==> config.mk <==
export PLATFORM = sky130hd
export DESIGN_NAME = cdt_member_decoder
export DESIGN_NICKNAME = d
export VERILOG_FILES = /design/src/rtl/cdt_member_decoder.sv
export SDC_FILE = /design/constraint.sdc
export NUM_CORES = 2
export LEC_CHECK = 0
export CORE_AREA = 2 2 414 416
export CTS_CLUSTER_SIZE = 28
export DETAILED_ROUTE_END_ITERATION = 12
export DIE_AREA = 0 0 416 418
export PLACE_DENSITY_LB_ADDON = 0.05
export SYNTH_ARGS = -nofsm -noshare
export SYNTH_HDL_FRONTEND = slang
export SYNTH_SLANG_ARGS = --single-unit
==> constraint.sdc <==
create_clock -name clk_i -period 8 [get_ports clk_i]
set_clock_uncertainty 0.05 [all_clocks]
set_input_delay 1.2 -clock clk_i [delete_from_list [all_inputs] [get_ports clk_i]]
set_output_delay 1.2 -clock clk_i [all_outputs]
set_load 0.01 [all_outputs]
==> src/rtl/cdt_member_decoder.sv <==
// Membership decoder for context-dependent thinning: scores every item-memory
// entry against a thinned composite by chunked overlap popcount and streams hits.
module cdt_member_decoder #(
    parameter int HV_LENGTH = 512,
    parameter int NUM_ITEMS = 16,
    parameter int CHUNK     = 64,
    parameter int CNT_W     = $clog2(HV_LENGTH + 1),
    parameter int IDX_W     = (NUM_ITEMS > 1) ? $clog2(NUM_ITEMS) : 1
) (
    input  logic                 clk_i,
    input  logic                 rst_i,
    input  logic                 in_valid_i,
    output logic                 in_ready_o,
    input  logic [HV_LENGTH-1:0] comp_hv_i,
    input  logic [CNT_W-1:0]     threshold_i,
    output logic                 item_rd_en_o,
    output logic [IDX_W-1:0]     item_addr_o,
    input  logic [HV_LENGTH-1:0] item_data_i,
    output logic                 hit_valid_o,
    input  logic                 hit_ready_i,
    output logic [IDX_W-1:0]     hit_idx_o,
    output logic [CNT_W-1:0]     hit_overlap_o,
    output logic [NUM_ITEMS-1:0] hit_mask_o,
    output logic                 done_o
);

    localparam int CHUNKS = HV_LENGTH / CHUNK;
    localparam int CH_W   = (CHUNKS > 1) ? $clog2(CHUNKS) : 1;

    typedef enum logic [2:0] {
        S_IDLE, S_FETCH, S_LOAD, S_COUNT, S_EVAL, S_REPORT, S_DONE
    } state_t;

    state_t state_q, state_d;

    logic [HV_LENGTH-1:0] comp_q, comp_d;
    logic [HV_LENGTH-1:0] and_q, and_d;
    logic [CNT_W-1:0]     thr_q, thr_d;
    logic [CNT_W-1:0]     acc_q, acc_d;
    logic [IDX_W-1:0]     item_cnt_q, item_cnt_d;
    logic [CH_W-1:0]      chunk_cnt_q, chunk_cnt_d;
    logic [NUM_ITEMS-1:0] mask_q, mask_d;
    logic [IDX_W-1:0]     hit_idx_q, hit_idx_d;
    logic [CNT_W-1:0]     hit_ovl_q, hit_ovl_d;

    logic last_item, last_chunk, is_hit;

    function automatic logic [CNT_W-1:0] popcount(input logic [CHUNK-1:0] v);
        logic [CNT_W-1:0] c;
        c = '0;
        for (int i = 0; i < CHUNK; i++) begin
            c = c + CNT_W'(v[i]);
        end
        return c;
    endfunction

    assign last_item  = (item_cnt_q == IDX_W'(NUM_ITEMS - 1));
    assign last_chunk = (chunk_cnt_q == CH_W'(CHUNKS - 1));
    assign is_hit     = (acc_q >= thr_q);

    always_ff @(posedge clk_i) begin
        if (rst_i) begin
            state_q <= S_IDLE;
        end else begin
            state_q <= state_d;
        end
    end

    always_comb begin
        state_d = state_q;
        case (state_q)
            S_IDLE:   if (in_valid_i) state_d = S_FETCH;
            S_FETCH:  state_d = S_LOAD;
            S_LOAD:   state_d = S_COUNT;
            S_COUNT:  if (last_chunk) state_d = S_EVAL;
            S_EVAL: begin
                if (is_hit)         state_d = S_REPORT;
                else if (last_item) state_d = S_DONE;
                else                state_d = S_FETCH;
            end
            S_REPORT: if (hit_ready_i) state_d = last_item ? S_DONE : S_FETCH;
            S_DONE:   state_d = S_IDLE;
            default:  state_d = S_IDLE;
        endcase
    end

    always_comb begin
        in_ready_o   = (state_q == S_IDLE);
        item_rd_en_o = (state_q == S_FETCH);
        hit_valid_o  = (state_q == S_REPORT);
        done_o       = (state_q == S_DONE);
    end

    assign item_addr_o   = item_cnt_q;
    assign hit_idx_o     = hit_idx_q;
    assign hit_overlap_o = hit_ovl_q;
    assign hit_mask_o    = mask_q;

    always_comb begin
        comp_d      = comp_q;
        and_d       = and_q;
        thr_d       = thr_q;
        acc_d       = acc_q;
        item_cnt_d  = item_cnt_q;
        chunk_cnt_d = chunk_cnt_q;
        mask_d      = mask_q;
        hit_idx_d   = hit_idx_q;
        hit_ovl_d   = hit_ovl_q;
        case (state_q)
            S_IDLE: begin
                if (in_valid_i) begin
                    comp_d     = comp_hv_i;
                    thr_d      = threshold_i;
                    item_cnt_d = '0;
                    mask_d     = '0;
                end
            end
            S_LOAD: begin
                and_d       = item_data_i & comp_q;
                acc_d       = '0;
                chunk_cnt_d = '0;
            end
            // AND register is shifted down one chunk per cycle, so the low
            // CHUNK bits always hold the chunk selected by chunk_cnt.
            S_COUNT: begin
                acc_d       = acc_q + popcount(and_q[CHUNK-1:0]);
                and_d       = and_q >> CHUNK;
                chunk_cnt_d = chunk_cnt_q + CH_W'(1);
            end
            S_EVAL: begin
                if (is_hit) begin
                    mask_d[item_cnt_q] = 1'b1;
                    hit_idx_d          = item_cnt_q;
                    hit_ovl_d          = acc_q;
                end else if (!last_item) begin
                    item_cnt_d = item_cnt_q + IDX_W'(1);
                end
            end
            S_REPORT: begin
                if (hit_ready_i && !last_item) item_cnt_d = item_cnt_q + IDX_W'(1);
            end
            default: ;
        endcase
    end

    always_ff @(posedge clk_i) begin
        if (rst_i) begin
            comp_q      <= '0;
            and_q       <= '0;
            thr_q       <= '0;
            acc_q       <= '0;
            item_cnt_q  <= '0;
            chunk_cnt_q <= '0;
            mask_q      <= '0;
            hit_idx_q   <= '0;
            hit_ovl_q   <= '0;
        end else begin
            comp_q      <= comp_d;
            and_q       <= and_d;
            thr_q       <= thr_d;
            acc_q       <= acc_d;
            item_cnt_q  <= item_cnt_d;
            chunk_cnt_q <= chunk_cnt_d;
            mask_q      <= mask_d;
            hit_idx_q   <= hit_idx_d;
            hit_ovl_q   <= hit_ovl_d;
        end
    end

endmodule

Word-level counts from Yosys, hierarchy flattened. Cells that the tools add are included.

Muxes and demuxes: 19. Add/subtract/negate cells: 66. Order comparisons: 3. Equality and inequality tests: 15. Reductions and logical operators: 12. Bitwise logic cells: 2.

Operators by type and width (number): 512-bit case mux with 2 select lines (1); 10-bit by 1-bit adder with 10-bit output (54); 512-bit bitwise AND (1); 16-bit 2-to-1 mux (2); 16-bit case mux with 2 select lines (1); 10-bit case mux with 2 select lines (1); 3-bit case mux with 6 select lines (1); 4-bit 2-to-1 mux (4); 16-bit bitwise OR (1); 3-bit 2-to-1 mux (5); 3-bit == test, second input constant (4); 4-bit case mux with 3 select lines (1); 10-bit adder (1); 9-bit by 1-bit adder with 10-bit output (1); 10-bit greater-or-equal comparator (1); 2-bit inequality test, second input constant (5); 8-bit by 1-bit adder with 9-bit output (1); 7-bit by 1-bit adder with 8-bit output (1); 6-bit by 1-bit adder with 7-bit output (1); 5-bit by 1-bit adder with 6-bit output (1); 3-bit by 2-bit == test with 1-bit output, second input constant (2); 3-bit case mux with 2 select lines (1); 3-bit AND reduction (2); 4-bit by 1-bit adder with 5-bit output (1); other kinds (19) (23).

Bits of input ports: 1038. Logic and storage cells: 127. Register bits: 1084.

Logic depth before layout (Yosys ltp).
Depth after elaboration: 65. Mapped depth: 21. Depth with buffers taken out: 21.

Worst setup path before layout. OpenSTA, ideal clock, no wires.

Path kind: register to register. Start: register and_q[53]. End: register acc_q[8]. Period minus slack after synthesis: 5.978 ns. Setup time: 0.128 ns. Required time: 7.822 ns. Data arrival time: 5.801 ns. Path slack: 2.022 ns. Buffers on the path: 0. Stages on the path, launching flop included: 21. Path through: dfxtp_1 fa_1 inv_1 fa_1 inv_1 fa_1 inv_1 fa_1 fa_1 fa_1 fa_1 fa_1 fa_1 inv_1 fa_1 a211oi_1 o21ai_0 a31oi_1 xnor2_1 a22oi_1 nor2_1.

Word-level cells in the longest chain between the ends: 13.

RTL lines: from (decl) (line 37) `logic [HV_LENGTH-1:0] and_q, and_d;`; from (signal assigned) (line 159) `and_q <= and_d;`; 10-bit by 1-bit adder with 10-bit output (11 in series) (line 52) `c = c + CNT_W'(v[i]);`; 10-bit adder (line 126) `acc_d = acc_q + popcount(and_q[CHUNK-1:0]);`; 10-bit case mux with 2 select lines (line 109) `case (state_q)`; to (signal assigned) (line 151) `acc_q <= '0;`; to (signal assigned) (line 161) `acc_q <= acc_d;`; to (decl) (line 39) `logic [CNT_W-1:0] acc_q, acc_d;`.

Every way passes these cells. A chain may end at the register's enable or synchronous reset.

Worst setup path in the final report.
Start: register and_q[35]. End: register acc_q[8].

Word-level cells in the longest chain between the ends: 31.

RTL lines (line): 10-bit by 1-bit adder with 10-bit output (29 in series) (52); 10-bit adder (126); 10-bit case mux with 2 select lines (109).

Every way passes these cells.

==> summary.md <==
| Metric | Value |
|---|---|
| Pleak | 23.13 nW |
| Yosys reg bits | 1084 |
| Final period utilization | 0.7959 |
| Met2 GRT Util | 0.4507 |
| Boundary Pins | 1076 |
| Clock root cell | clkbuf_16 |
| Vias in the first global route | 42.08k |
| Layout cell share with drive strength beyond 1 | 0.04228 |
| Max Root-Sink Buffers | 3 |
| Worst relative slew slack | 0.1647 |
| Worst Tran Pin Value | 1.253 ns |
| Sequential cell area fraction in the yosys report | 0.4883 |
| Post-synthesis instance area | 44440 um2 |
| CP peak stage delay | 0.55 ns |
| Hold_ws | 0.3980 ns |
| Vias | 42.23k |
| End of the worst register-to-register path | acc_q[8] |
| Worst Reg-to-Reg Cells | 20 |
| Critical Path Sink | acc_q[8] |
| Fin nets | 7386 |
| Final min period | 6.367 ns |
| Distinct cells, synth | 52 |
| Setup Buffers After CTS | 0 |
| Worst Path Arrival | 6.95 ns |
| Post-synth EDFFs | 0 |
| Hold Violations, Final | 0 |
| Initial Util | 0.2628 |
| Type of the most critical hold path | flip-flop to flip-flop |
| Crit start category | flip-flop |
| Global-route wire length before repair | 310300 um |
| Crit Path Max Fanout | 3 |
| Ys flop type | dfxtp_1 |
| DR DRC count | 0 |
| P per Cell Area | 365.2 nW/um2 |
| CTS Hold Bufs | 0 |
| Max H-tree Level | 4 |
| Number of gates resized after cts | 0 |
| CTS Buf Count | 140 |
| WL/cell | 25.97 um |
| Layout area overhead | 37.92% |
| CTS tree | yes |
| Post-Synthesis Cells | 5461 |
| Drt pass-1 iters | 6 |
| Routability cong. | 0.8252 |
| Initial drt markers | 2730 |
| Final HPWL DP | 162800 um |
| Reg2reg start | and_q[35] |
| Vert. Die Dim | 418 um |
| Grt total ovfl | 0 |
| M1 GR Usage | 0.2888 |
| Worst Path Required | 8.58 ns |
| Crit path launch | and_q[35] |
| Pin count of the biggest net entering global routing | 192 |
| Clk pin slew, worst setup/hold paths | 0.06 ns |
| M3 GR Usage | 0.04760 |
| # rows | 151 |
| Ys Warns | 0 |
| Core Area | 169100 um2 |
| Setup TNS Final | 0 ns |
| Async SR Flop Fraction | 0 |
| Clock sinks | 1084 |
| Syn nets | 6598 |
| Critical path type | flip-flop to flip-flop |
| Initial antenna violation count | 73 |
| Max Cap Viol | 0 |
| Die Span X | 416 um |
| Critical Path, Cell by Cell | inv_1, fa_1, inv_1, fa_1, inv_1, fa_1, fa_1, fa_1, fa_1, fa_1, fa_1, fa_1, inv_1, fa_1, a211oi_1, o21ai_0, a31oi_1, xnor2_1, a22oi_1, nor2_1 |
| Syn_area_per_cell | 8.137 um2 |
| Critical path endpoint category | flip-flop |
| GRT busiest layer | met2 |
| Gr usage total | 0.2475 |
| Most used cell, CP | fa_1 |
| Final Max Slew Viols | 0 |
| Slowest-stage cell, CP | fa_1 |
| Die ar. | 173900 um2 |
| Status | finished, final reports clean |
| Clock latency on the worst-skew pair | 0.79 ns |
| Number of I/O port buffers | 1075 |
| Fmax | 0.1571 GHz |
| Post-route ant nets | 0 |
| Max rail drop VDD | 0.9613 mV |
| R2R Setup Slk | 1.63 ns |
| Setup violators final | 0 |
| Total Routed Length | 223700 um |
| RSZ-0062 raised after global routing | no |
| DR vias/cell | 4.904 |
## synthesized netlist by cell type, types with 4 or more instances
master,number,area share
nand3_1,10,0.0011
inv_1,101,0.0085
nand4_1,65,0.0092
dfxtp_1,1084,0.49
clkbuf_1,289,0.024
buf_1,13,0.0011
nand2b_1,7,0.00099
o22ai_1,4,0.00056
a22oi_1,4,0.00068
mux2i_1,15,0.0034
nand2_1,1125,0.095
ha_1,43,0.012
fa_1,56,0.025
a211oi_1,490,0.083
nor2_1,456,0.039
nor3_1,412,0.046
and3_1,449,0.063
a21oi_1,606,0.068
nor2b_1,4,0.00056
xnor2_1,5,0.00099
a31oi_1,13,0.0018
o21ai_0,9,0.0010
buf_2,160,0.018
## metrics by stage
| stage | instances | cell area [um2] | power, mW | util | setup slack [ns] |
|---|---|---|---|---|---|
| floorplan | 5461 | 44440 | 13.03 | - | 2.022 |
| global placement | 8325 | 56570 | 16.15 | 0.3346 | 1.631 |
| detailed placement | 8325 | 56570 | 16.21 | 0.3346 | 1.646 |
| CTS | 8580 | 61210 | 22.76 | 0.3620 | 1.577 |
| global route | 8600 | 61260 | 23.88 | 0.3623 | 1.291 |
| finish | 8612 | 61290 | 22.38 | 0.3625 | 1.633 |
## worst min path at each step
stage,startpoint,to,slack (ns),cells after the start
global route,comp_q[415],comp_q[415],0.41,2
global placement,comp_q[179],comp_q[179],0.39,2
floorplan,comp_q[388],comp_q[388],0.38,2
CTS,comp_q[415],comp_q[415],0.40,2
detailed placement,comp_q[445],comp_q[445],0.39,2
finish,comp_q[3],comp_q[3],0.40,2
## metal layers
metal | up-vias | wire (um)
met5 | - | 304
met1 | 20291 | 89540
met2 | 1057 | 117000
li1 | 20526 | -
met4 | 46 | 6150
met3 | 311 | 10650
## registers in the layout, summed over array words and instances, names as in the netlist
register and count:
hit_mask_o 16, and_q 512, item_addr_o 4, hit_overlap_o 10
state_q 3, comp_q 512, chunk_cnt_q 3, acc_q 10
thr_q 10, hit_idx_o 4
## cells by family (layout without fill, tap and decap cells)
family                     after synthesis  after routing  synth area share
xor gates and xnor gates                 6              6          0.001183
AOI/OAI and AO/OA                     1146           1146            0.1590
muxes                                   16             16          0.003632
and+or+nand+nor                       2541           2541            0.2574
buffers and inverters                  569           1470           0.05316
other                                    0             32                 0
adders and majority gates               99             99           0.03733
DFF                                   1084           1084            0.4883
## worst max-delay path, delay by kind of cell, from the launching register on
kind	cells	cell delay [ns]
buffers and inverters	4	0.24
adder cells (fa/ha/maj)	10	4.64
XOR/XNOR	1	0.09
flip-flops	1	0.31
AO/OA/AOI/OAI	4	0.84
AND/OR/NAND/NOR	1	0.06
## layout make-up
cell class,count,area [um2]
repair buffers,1113,11300
fillers,17927,107800
inverters,102,390.4
clock buffers,214,4144
well taps,2218,2775
multi-input cells,3808,20400
clock inverters,41,493.0
flip-flops and latches,1084,21700
diodes,32,80.08
## placed cells by master, fill, tap and decap left out, types with 19 or more instances in the layout
master / count
clkdlybuf4s50_1: 1074
fa_1: 56
nor2_1: 456
nand4_1: 65
a21oi_1: 606
clkbuf_8: 32
clkbuf_16: 142
a211oi_1: 490
and3_1: 449
inv_1: 101
nand2_1: 1124
nor3_1: 412
ha_1: 43
dfxtp_1: 1083
clkbuf_1: 40
diode_2: 32
clkinv_2: 19
buf_12: 20
## where the power goes
group / switching [mW] / total [mW] / internal [mW]
clock network: 2.62 / 6.43 / 3.81
registers: 0.707 / 7.09 / 6.38
logic: 5.39 / 8.86 / 3.46
Power figures use the tool's default switching activity.
